## config.mk

```make
export PLATFORM = sky130hd
export DESIGN_NAME = cordiv_ctrl_flat
export DESIGN_NICKNAME = d
export VERILOG_FILES = /design/src/rtl/cordiv_ctrl_pkg.sv /design/src/rtl/cordiv_ctrl_if.sv /design/src/rtl/sc_lfsr8.sv /design/src/rtl/cordiv_ctrl.sv /design/src/flat_wrapper.sv
export SDC_FILE = /design/constraint.sdc
export NUM_CORES = 1
export LEC_CHECK = 0
export ABC_AREA = 1
export CAP_MARGIN = 20
export CORE_MARGIN = 3
export CORE_UTILIZATION = 54
export DETAILED_ROUTE_END_ITERATION = 10
export PLACE_DENSITY_LB_ADDON = 0.12
export SYNTH_ARGS = -nofsm -noshare
export SYNTH_HDL_FRONTEND = slang
export SYNTH_SLANG_ARGS = --single-unit
```

## constraint.sdc

```tcl
create_clock -name clk -period 2.1 [get_ports clk]
set_input_delay 0.315 -clock clk [delete_from_list [all_inputs] [get_ports clk]]
set_output_delay 0.315 -clock clk [all_outputs]
set_load 0.01 [all_outputs]
```

## src/rtl/cordiv_ctrl_pkg.sv

```systemverilog
// ============================================================================
// Module   : cordiv_ctrl_pkg
// Brief    : Shared types, constants and helpers for the CORDIV sequencer.
// Revision : 1.0 - initial release
// ============================================================================
`default_nettype none

package cordiv_ctrl_pkg;

  typedef enum logic [1:0] {
    IDLE = 2'd0,
    WARM = 2'd1,
    RUN  = 2'd2,
    DONE = 2'd3
  } state_e;

  // Tap mask for x^8+x^6+x^5+x^4+1
  localparam logic [7:0] c_LFSR_TAPS    = 8'hB8;
  localparam logic [7:0] c_DEFAULT_SEED = 8'hA5;

  // An all-zero LFSR would lock up, so zero seeds become 1
  function automatic logic [7:0] fix_seed(input logic [7:0] seed);
    return (seed == 8'h00) ? 8'h01 : seed;
  endfunction

endpackage

`default_nettype wire

```

## src/rtl/cordiv_ctrl_if.sv

```systemverilog
// ============================================================================
// Module   : cordiv_ctrl_if
// Brief    : Operand and result valid/ready handshakes of the CORDIV sequencer.
// Revision : 1.0 - initial release
// ============================================================================
`default_nettype none

interface cordiv_ctrl_if #(
  parameter int WIDTH = 8,
  parameter int LEN   = 256
);
  localparam int RES_W = $clog2(LEN) + 1;

  logic             in_valid;
  logic             in_ready;
  logic [WIDTH-1:0] in_dividend;
  logic [WIDTH-1:0] in_divisor;
  logic             out_valid;
  logic             out_ready;
  logic [RES_W-1:0] out_result;
  logic             out_div_zero;

  modport master (
    output in_valid, in_dividend, in_divisor, out_ready,
    input  in_ready, out_valid, out_result, out_div_zero
  );

  modport slave (
    input  in_valid, in_dividend, in_divisor, out_ready,
    output in_ready, out_valid, out_result, out_div_zero
  );

endinterface

`default_nettype wire

```

## src/rtl/sc_lfsr8.sv

```systemverilog
// ============================================================================
// Module   : sc_lfsr8
// Brief    : 8-bit Fibonacci LFSR with enable; steps only while enabled.
// Revision : 1.0 - initial release
// ============================================================================
`default_nettype none

module sc_lfsr8
  import cordiv_ctrl_pkg::*;
#(
  parameter logic [7:0] SEED = c_DEFAULT_SEED
) (
  input  wire logic       clk,
  input  wire logic       rst_n,
  input  wire logic       en,
  output logic [7:0]      state
);

  localparam logic [7:0] c_INIT = fix_seed(SEED);

  logic [7:0] r_state;
  logic       w_fb;

  assign w_fb = ^(r_state & c_LFSR_TAPS);

  always_ff @(posedge clk or negedge rst_n) begin
    if (!rst_n) begin
      r_state <= c_INIT;
    end else if (en) begin
      r_state <= {r_state[6:0], w_fb};
    end
  end

  assign state = r_state;

endmodule

`default_nettype wire

```

## src/rtl/cordiv_ctrl.sv

```systemverilog
// ============================================================================
// Module   : cordiv_ctrl
// Brief    : Sequencer feeding correlated bitstreams to a CORDIV divider and
//            counting its quotient ones into a binary result.
// Revision : 1.0 - initial release
// ============================================================================
`default_nettype none

module cordiv_ctrl
  import cordiv_ctrl_pkg::*;
#(
  parameter int         WIDTH  = 8,
  parameter int         LEN    = 256,
  parameter int         WARMUP = 16,
  parameter logic [7:0] SEED   = c_DEFAULT_SEED
) (
  input  wire logic             clk,
  input  wire logic             rst_n,
  cordiv_ctrl_if.slave          bus,
  output logic [WIDTH-1:0]      dp_randnum,
  output logic                  dp_sel,
  output logic                  dp_dividend,
  output logic                  dp_divisor,
  input  wire logic             dp_quotient
);

  localparam int c_RES_W = $clog2(LEN) + 1;
  localparam int c_MAXC  = (WARMUP > LEN) ? WARMUP : LEN;
  localparam int c_CNT_W = (c_MAXC > 1) ? $clog2(c_MAXC) : 1;

  localparam logic [c_CNT_W-1:0] c_WARM_LAST = c_CNT_W'(WARMUP - 1);
  localparam logic [c_CNT_W-1:0] c_RUN_LAST  = c_CNT_W'(LEN - 1);
  localparam logic [c_CNT_W-1:0] c_CNT_ONE   = c_CNT_W'(1);
  localparam logic [c_RES_W-1:0] c_RES_LEN   = c_RES_W'(LEN);

  state_e             r_state;
  state_e             w_next;
  logic [WIDTH-1:0]   r_dividend;
  logic [WIDTH-1:0]   r_divisor;
  logic [c_CNT_W-1:0] r_cnt;
  logic [c_RES_W-1:0] r_ones;
  logic               r_div_zero;
  logic               w_active;
  logic               w_in_zero;
  logic [7:0]         w_lfsr_rng;
  logic [7:0]         w_lfsr_sel;
  logic [7:0]         w_lfsr_rot;
  logic [WIDTH-1:0]   w_rng;
  logic [WIDTH-1:0]   w_rnd;
  logic               w_unused_sel;

  assign w_in_zero = (bus.in_divisor == '0);

  // State register
  always_ff @(posedge clk or negedge rst_n) begin
    if (!rst_n) begin
      r_state <= IDLE;
    end else begin
      r_state <= w_next;
    end
  end

  // Next-state logic
  always_comb begin
    w_next = r_state;
    case (r_state)
      IDLE: if (bus.in_valid) w_next = w_in_zero ? DONE : WARM;
      WARM: if (r_cnt == c_WARM_LAST) w_next = RUN;
      RUN:  if (r_cnt == c_RUN_LAST) w_next = DONE;
      DONE: if (bus.out_ready) w_next = IDLE;
      default: w_next = IDLE;
    endcase
  end

  // Output decode
  always_comb begin
    bus.in_ready  = 1'b0;
    bus.out_valid = 1'b0;
    w_active      = 1'b0;
    case (r_state)
      IDLE:      bus.in_ready  = 1'b1;
      WARM, RUN: w_active      = 1'b1;
      DONE:      bus.out_valid = 1'b1;
      default:   ;
    endcase
  end

  // Operands, phase counter and quotient-ones counter
  always_ff @(posedge clk or negedge rst_n) begin
    if (!rst_n) begin
      r_dividend <= '0;
      r_divisor  <= '0;
      r_cnt      <= '0;
      r_ones     <= '0;
      r_div_zero <= 1'b0;
    end else begin
      if (w_active && (w_next == r_state)) begin
        r_cnt <= r_cnt + c_CNT_ONE;
      end else begin
        r_cnt <= '0;
      end
      case (r_state)
        IDLE: begin
          if (bus.in_valid) begin
            r_dividend <= bus.in_dividend;
            r_divisor  <= bus.in_divisor;
            r_ones     <= w_in_zero ? c_RES_LEN : '0;
            r_div_zero <= w_in_zero;
          end
        end
        RUN:  r_ones <= r_ones + c_RES_W'(dp_quotient);
        DONE: begin
          if (bus.out_ready) begin
            r_ones     <= '0;
            r_div_zero <= 1'b0;
          end
        end
        default: ;
      endcase
    end
  end

  assign bus.out_result   = r_ones;
  assign bus.out_div_zero = r_div_zero;

  sc_lfsr8 #(.SEED(SEED)) u_lfsr_rng (
    .clk   (clk),
    .rst_n (rst_n),
    .en    (w_active),
    .state (w_lfsr_rng)
  );

  sc_lfsr8 #(.SEED(~SEED)) u_lfsr_sel (
    .clk   (clk),
    .rst_n (rst_n),
    .en    (w_active),
    .state (w_lfsr_sel)
  );

  // Rotated copy decorrelates regeneration from stream generation
  assign w_lfsr_rot = {w_lfsr_rng[3:0], w_lfsr_rng[7:4]};

  if (WIDTH == 8) begin : g_rng_eq
    assign w_rng = w_lfsr_rng;
    assign w_rnd = w_lfsr_rot;
  end else if (WIDTH > 8) begin : g_rng_ext
    assign w_rng = {{(WIDTH-8){1'b0}}, w_lfsr_rng};
    assign w_rnd = {{(WIDTH-8){1'b0}}, w_lfsr_rot};
  end else begin : g_rng_trunc
    assign w_rng = w_lfsr_rng[WIDTH-1:0];
    assign w_rnd = w_lfsr_rot[WIDTH-1:0];
  end

  assign w_unused_sel = ^w_lfsr_sel[7:1];

  assign dp_dividend = w_active & (r_dividend > w_rng);
  assign dp_divisor  = w_active & (r_divisor  > w_rng);
  assign dp_randnum  = w_active ? w_rnd : '0;
  assign dp_sel      = w_active & w_lfsr_sel[0];

endmodule

`default_nettype wire
```

## src/flat_wrapper.sv

```systemverilog
// flat-port wrapper written by rule: the top's interface ports become plain ports
module cordiv_ctrl_flat import cordiv_ctrl_pkg::*;
#(
  parameter int         WIDTH  = 8,
  parameter int         LEN    = 256,
  parameter int         WARMUP = 16,
  parameter logic [7:0] SEED   = c_DEFAULT_SEED
)
  (clk, rst_n, dp_randnum, dp_sel, dp_dividend, dp_divisor, dp_quotient, bus_in_valid, bus_in_dividend, bus_in_divisor, bus_out_ready, bus_in_ready, bus_out_valid, bus_out_result, bus_out_div_zero);
  cordiv_ctrl_if #(.WIDTH(WIDTH), .LEN(LEN)) bus_i ();
  input  wire logic clk;
  input  wire logic rst_n;
  output logic [WIDTH-1:0] dp_randnum;
  output logic dp_sel;
  output logic dp_dividend;
  output logic dp_divisor;
  input  wire logic dp_quotient;
  input wire logic [$bits(bus_i.in_valid)-1:0] bus_in_valid;
  input wire logic [$bits(bus_i.in_dividend)-1:0] bus_in_dividend;
  input wire logic [$bits(bus_i.in_divisor)-1:0] bus_in_divisor;
  input wire logic [$bits(bus_i.out_ready)-1:0] bus_out_ready;
  output wire logic [$bits(bus_i.in_ready)-1:0] bus_in_ready;
  output wire logic [$bits(bus_i.out_valid)-1:0] bus_out_valid;
  output wire logic [$bits(bus_i.out_result)-1:0] bus_out_result;
  output wire logic [$bits(bus_i.out_div_zero)-1:0] bus_out_div_zero;
  assign bus_i.in_valid = bus_in_valid;
  assign bus_i.in_dividend = bus_in_dividend;
  assign bus_i.in_divisor = bus_in_divisor;
  assign bus_i.out_ready = bus_out_ready;
  assign bus_in_ready = bus_i.in_ready;
  assign bus_out_valid = bus_i.out_valid;
  assign bus_out_result = bus_i.out_result;
  assign bus_out_div_zero = bus_i.out_div_zero;
  cordiv_ctrl #(.WIDTH(WIDTH), .LEN(LEN), .WARMUP(WARMUP), .SEED(SEED)) u_core (.clk(clk), .rst_n(rst_n), .bus(bus_i), .dp_randnum(dp_randnum), .dp_sel(dp_sel), .dp_dividend(dp_dividend), .dp_divisor(dp_divisor), .dp_quotient(dp_quotient));
endmodule
```

==> Yosys cells after proc, flatten, opt, wreduce, memory -nomap -nowiden <==
Cells that the tools add are included.
{ "word_totals": {"latchBits": 0, "output_inout_bits": 23, "reg_bits": 52, "mem_bits_rw": 0, "in_bits": 21, "mem_bits_ro": 0, "word_cells": 52, "mem_count": 0} }
{ "op_classes": {"reduce_logical": 11, "muxes": 18, "magnitude_cmp": 2, "n_eq_ne": 8, "n_div": 0, "add_sub_neg": 2, "bitwise": 3, "multipliers": 0, "n_shift": 0} }
{ "op_table": {"columns": ["cell", "count"], "rows": [
  ["two-way mux 9 bit", 3],
  ["case mux 9 bit (3 select lines)", 1],
  ["> comparator 8 bit", 2],
  ["two-way mux 8 bit", 2],
  ["XOR reduction 8 bit", 2],
  ["two-way mux 2 bit", 5],
  ["adder 9 x 1 -> 9 bit", 1],
  ["adder 8 x 1 -> 8 bit (second input constant)", 1],
  ["equality test 8 x 4 -> 1 bit (second input constant)", 1],
  ["equality test 8 bit (second input constant)", 1],
  ["logical NOT 8 bit", 1],
  ["case mux 2 bit (4 select lines)", 1],
  ["AND reduction 3 bit", 2],
  ["two-way mux 1 bit", 5],
  ["equality test 2 bit (second input constant)", 2],
  ["inequality test 2 bit (second input constant)", 2],
  ["AND 1 bit", 3],
  ["nonzero test 3 bit", 1],
  ["equality test 2 x 1 -> 1 bit (second input constant)", 1],
  ["equality test 2 bit", 1],
  ["logical NOT 2 bit", 1],
  ["case mux 1 bit (2 select lines)", 1],
  ["AND reduction 2 bit", 1],
  ["nonzero test 2 bit", 1],
  ["2 further kinds", 2]
]} }

==> Longest topological paths before layout <==
{ "logic_depth": {"depth_word": 7, "depth_mapped": 11, "mapped_depth_nobuf": 11} }

==> Modules after synthesis <==
A second synthesis with hierarchy kept.
{ "hier_totals": {"hier_cells": 356, "hier_area_um2": 3005.4} }
{ "modules_own_cells": {"columns": ["module", "n_inst", "seq_area_each_um2", "area_per_inst_um2", "cells_each"], "rows": [
  ["cordiv_ctrl", 1, 900.9, 2264.7, 264],
  ["sc_lfsr8", 2, 205.2, 370.4, 46]
]} }

==> Worst setup path before layout <==
No wires, ideal clock.
{ "synth_timing": {"path_kind": "flip-flop to output port", "start": "register u_core.r_state[1]", "end": "output dp_dividend", "stages_incl_launch_ff": 7, "n_path_buf": 2, "setup_slack_ps": 293, "arrival_time_ps": 1492, "required_ps": 1785, "cell_sequence": "dfrtp_1 inv_1 ha_1 buf_2 clkbuf_1 o41ai_1 a21oi_1"} }
{ "synth_between": {"elab_chain_cells": 4, "elab_cells_between_ends": 5, "cone_classes": "2 x eq/ne; 1 x mux; 1 x bitwise; 1 x reduce/logical"} }
{ "synth_lines": {"columns": ["item", "line_no", "rtl"], "rows": [
  ["start: declaration", "cordiv_ctrl.sv:36", "state_e r_state;"],
  ["start signal: assignment", "cordiv_ctrl.sv:59", "r_state <= w_next;"],
  ["equality test 2 x 1 -> 1 bit / equality test 2 bit (equally long branches)", "cordiv_ctrl.sv:80", "case (r_state)"],
  ["OR reduction 2 bit *", "cordiv_ctrl.sv:80", null],
  ["two-way mux 1 bit *", "cordiv_ctrl.sv:80", null],
  ["named net u_core.u_lfsr_rng.en", "sc_lfsr8.sv:15", "input wire logic en,"],
  ["AND 1 bit *", "cordiv_ctrl.sv:156", "assign dp_dividend = w_active & (r_dividend > w_rng);"],
  ["end: declaration", "flat_wrapper.sv:15", "output logic dp_dividend;"]
]} }
Mark *: on every way through the listed nets, which the timed path passes. The rest lies on a longest branch.

==> Final worst setup path <==
{ "layout_timing": {"start": "register u_core.u_lfsr_rng.r_state[5], in the netlist u_core.u_lfsr_rng.state[5]", "end": "output dp_divisor"} }
{ "layout_between": {"elab_chain_cells": 2} }
{ "layout_lines": {"columns": ["item", "line_no", "rtl"], "rows": [
  ["start: declaration", "sc_lfsr8.sv:21", "logic [7:0] r_state;"],
  ["start signal: assignment", "sc_lfsr8.sv:28", "r_state <= c_INIT;"],
  ["start signal: assignment", "sc_lfsr8.sv:30", "r_state <= {r_state[6:0], w_fb};"],
  ["> comparator 8 bit", "cordiv_ctrl.sv:157", "assign dp_divisor = w_active & (r_divisor > w_rng);"],
  ["AND 1 bit", "cordiv_ctrl.sv:157", null],
  ["end: declaration", "flat_wrapper.sv:16", "output logic dp_divisor;"]
]} }
Every way passes these cells.

==> results.yml <==
placed_design:
  gp_congestion: 0.854
  dpl.hpwl_um: 4400
  port-buffer-count: 43
layout:
  drive_above_1_share: 0.224
  area_delta_synth_final_pct: 29.2
  antenna_cells: 0
  final_nets: 427
  final_util: 0.731
  fillCellCount: 375
timing:
  tns_ns: -0.0684
  fin_crit_sh: 1.02
  hold_viol: 0
  setup_viol: 2
  timing.hold.ws_ns: 0.485
  period_needed_ns: 2.14
  skew_ns: 0.00526
  slew_viol_final: 0
  max_freq_ghz: 0.468
  fin_ws_ns: -0.0388
  relSlewSlack: 0.623
  worst_slew_pin_slew_ns: 0.565
  rsz0062_at_grt: "yes"
clocking:
  cts_buffer_depth: 2
  clk_pin_slew_worst_paths_ns: 0.10
  numCtsBuffers: 5
  clock-sinks: 52
  clk_latency_ns: 0.30
  h-tree-depth: 2
  cts_root_buf: "clkbuf_8"
  cts_tree: "done"
worst_setup_path:
  critPathKind: "flop to output port"
  critPathRequiredTime_ns: 1.78
  path_max_fanout: 3
  cp.arrival_ns: 1.82
  rr_startpoint: "u_core.r_state[0]$_DFF_PN0_"
  endpoint_kind: "output port"
  startpoint: "u_core.u_lfsr_rng.state[5]$_DFFE_PN1N_"
  cp-start-kind: "flop"
drt:
  vias: 2339
  drtIter0Drc: 113
  drt_wl_total_um: 6430
  ant_nets: 0
  wl_per_cell_um: 14.2
  drtPass1Iterations: 4
  vias_per_cell: 5.15
  drc: 0
logic_synthesis:
  synth-adder-area-share: 0.0983
  async_flop_share: 1.00
  synth_compound_area_frac: 0.0915
  ys.flop_type: "dfrtp_1"
  synth_area_leaders: "dfrtp_1 (38%), ha_1 (9.8%), nand2_1 (8.3%), dfstp_2 (7.2%), inv_1 (4.9%)"
  seq_area_frac_synth: 0.448
  synth_xor_area_frac: 0.0359
  syn_area_per_cell_um2: 9.12
  yosys_warnings: 0
  synthTopCellsByCount: "nand2_1 (65), dfrtp_1 (44), inv_1 (38), nor2_1 (27), ha_1 (23)"
  synth_mux_area_frac: 0.0539
  synth_area_leader_cell: "dfrtp_1"
  synth_edf_count: 0
  syn_nets: 365
  synth_top_area_share: 0.376
  synth_top_family_by_area: "simple AND/OR/NAND/NOR gates"
  syn_area_um2: 2930
  yosys.area_share.simple: 0.210
  ys_ff_latch: 52
  yosysMostFrequentCell: "nand2_1"
  netlist_instances: 321
  ys_types: 32
global_routing:
  antenna_found_initial: 0
  grt_max_degree: 30
  grt_pass1_vias: 2449
  grt_pass1_wl_um: 11400
  grtUsageTotal: 0.227
  use_met1: 0.301
  gr-total-overflow: 0
  grt.busiest_layer: "met2"
  gr-usage-met2: 0.374
  met3_usage: 0.0451
min_path:
  hold_start: "u_core.r_cnt[0]$_DFF_PN0_"
  hold_class: "flop to flop"
status:
  outcome: "finished, violations left"
  violations: "setup timing"
pwr:
  ir_drop_mv: 0.420
  p_per_area_nw_per_um2: 592
  leakagePower_nw: 1.90
floorplan:
  die_area_um2: 6340
  start_util: 0.566
  core.rowCount: 26
  die_height_um: 79.6
  core_um2: 5170
  io_pins: 44
  die_w_um: 79.6
job:
  drv_cap: 0
## through the flow
| stage | total power (W) | cells | setup WS [ns] | area, um2 |
|---|---|---|---|---|
| floorplan | 0.00140 | 321 | 0.293 | 2930 |
| global placement | 0.00167 | 441 | -0.0794 | 3530 |
| detailed placement | 0.00168 | 441 | -0.122 | 3530 |
| CTS | 0.00226 | 453 | -0.0313 | 3750 |
| global route | 0.00237 | 454 | -0.0787 | 3780 |
| finish | 0.00224 | 454 | -0.0388 | 3780 |
## report_power, final
group	leakage [nW]	total, W	switching [W]	internal [W]
Clock	0.0479	0.000574	0.000341	0.000233
Sequential	0.645	0.00118	0.0000876	0.00109
Combinational	1.21	0.000486	0.000218	0.000268
## final timing paths
path                                                          endpoint  cells after the start  slack, ns
worst max-delay path                                        dp_divisor                      6      -0.04
worst min-delay path                         u_core.r_cnt[0]$_DFF_PN0_                      1       0.49
worst max register to register               u_core.r_cnt[3]$_DFF_PN0_                     11       0.29
worst min register to register               u_core.r_cnt[0]$_DFF_PN0_                      1       0.49
max in group asynchronous       u_core.u_lfsr_sel.state[6]$_DFFE_PN1N_                      3       0.95
min in group asynchronous       u_core.u_lfsr_rng.state[3]$_DFFE_PN0N_                      2       0.53
## sequential cells by signal, summed over array words and instances (netlist names)
register and count:
u_core.bus.out_div_zero 1, u_core.bus.out_result 9, u_core.r_cnt 8, u_core.r_state 2
u_core.u_lfsr_rng.state 8, u_core.r_divisor 8, u_core.r_dividend 8, u_core.u_lfsr_sel.state 8
## layout by cell type, fill, tap and decap left out, types with 9 or more instances in the layout
cell type,instances
nand2_1,61
dfrtp_1,44
inv_1,36
clkdlybuf4s50_1,31
nor2_1,27
a21oi_1,19
ha_1,18
o21ai_0,17
buf_4,14
nor3_2,9
dlygate4sd2_1,9
## per-layer routing
metal	vias to the layer above	wire length (um)	share of wire
li1	1167	-	-
met1	1117	2860	0.44
met2	47	3160	0.49
met3	8	317	0.049
met4	0	93	0.014
met5	-	0	0
## logic make-up after synthesis
group,Yosys count
xor+xnor,12
compound gates,48
fa+ha+maj,23
simple gates,125
mux,14
flops,52
buf+inv,47
## worst max-delay path: stages (launching register included)
cell	delay, ns
dfstp_2	0.58
inv_4	0.06
ha_4	0.27
nand2_2	0.05
o41ai_2	0.32
a21oi_1	0.07
buf_2	0.15
## area by class of cell
type / count / area [um2] / share of cell area
clock buffers: 5 / 68.8 / 0.0182
clock inverters: 3 / 18.8 / 0.00497
inverters: 41 / 159 / 0.0420
multi-input cells: 222 / 1540 / 0.408
flip-flops and latches: 52 / 1310 / 0.347
well taps: 70 / 87.6 / 0.0232
repair buffers: 61 / 592 / 0.157
## repair_timing
action                                  4_1_cts  5_1_grt
hold buffers                                  1        0
gates resized for setup                      32        7
buffers inserted                              2        1
endpoints found under the hold margin         4        0
pin swaps                                     9        4
gates cloned                                  1        0
endpoints found under the setup margin       11        2
No activity file was read; power rests on OpenSTA's default activity.
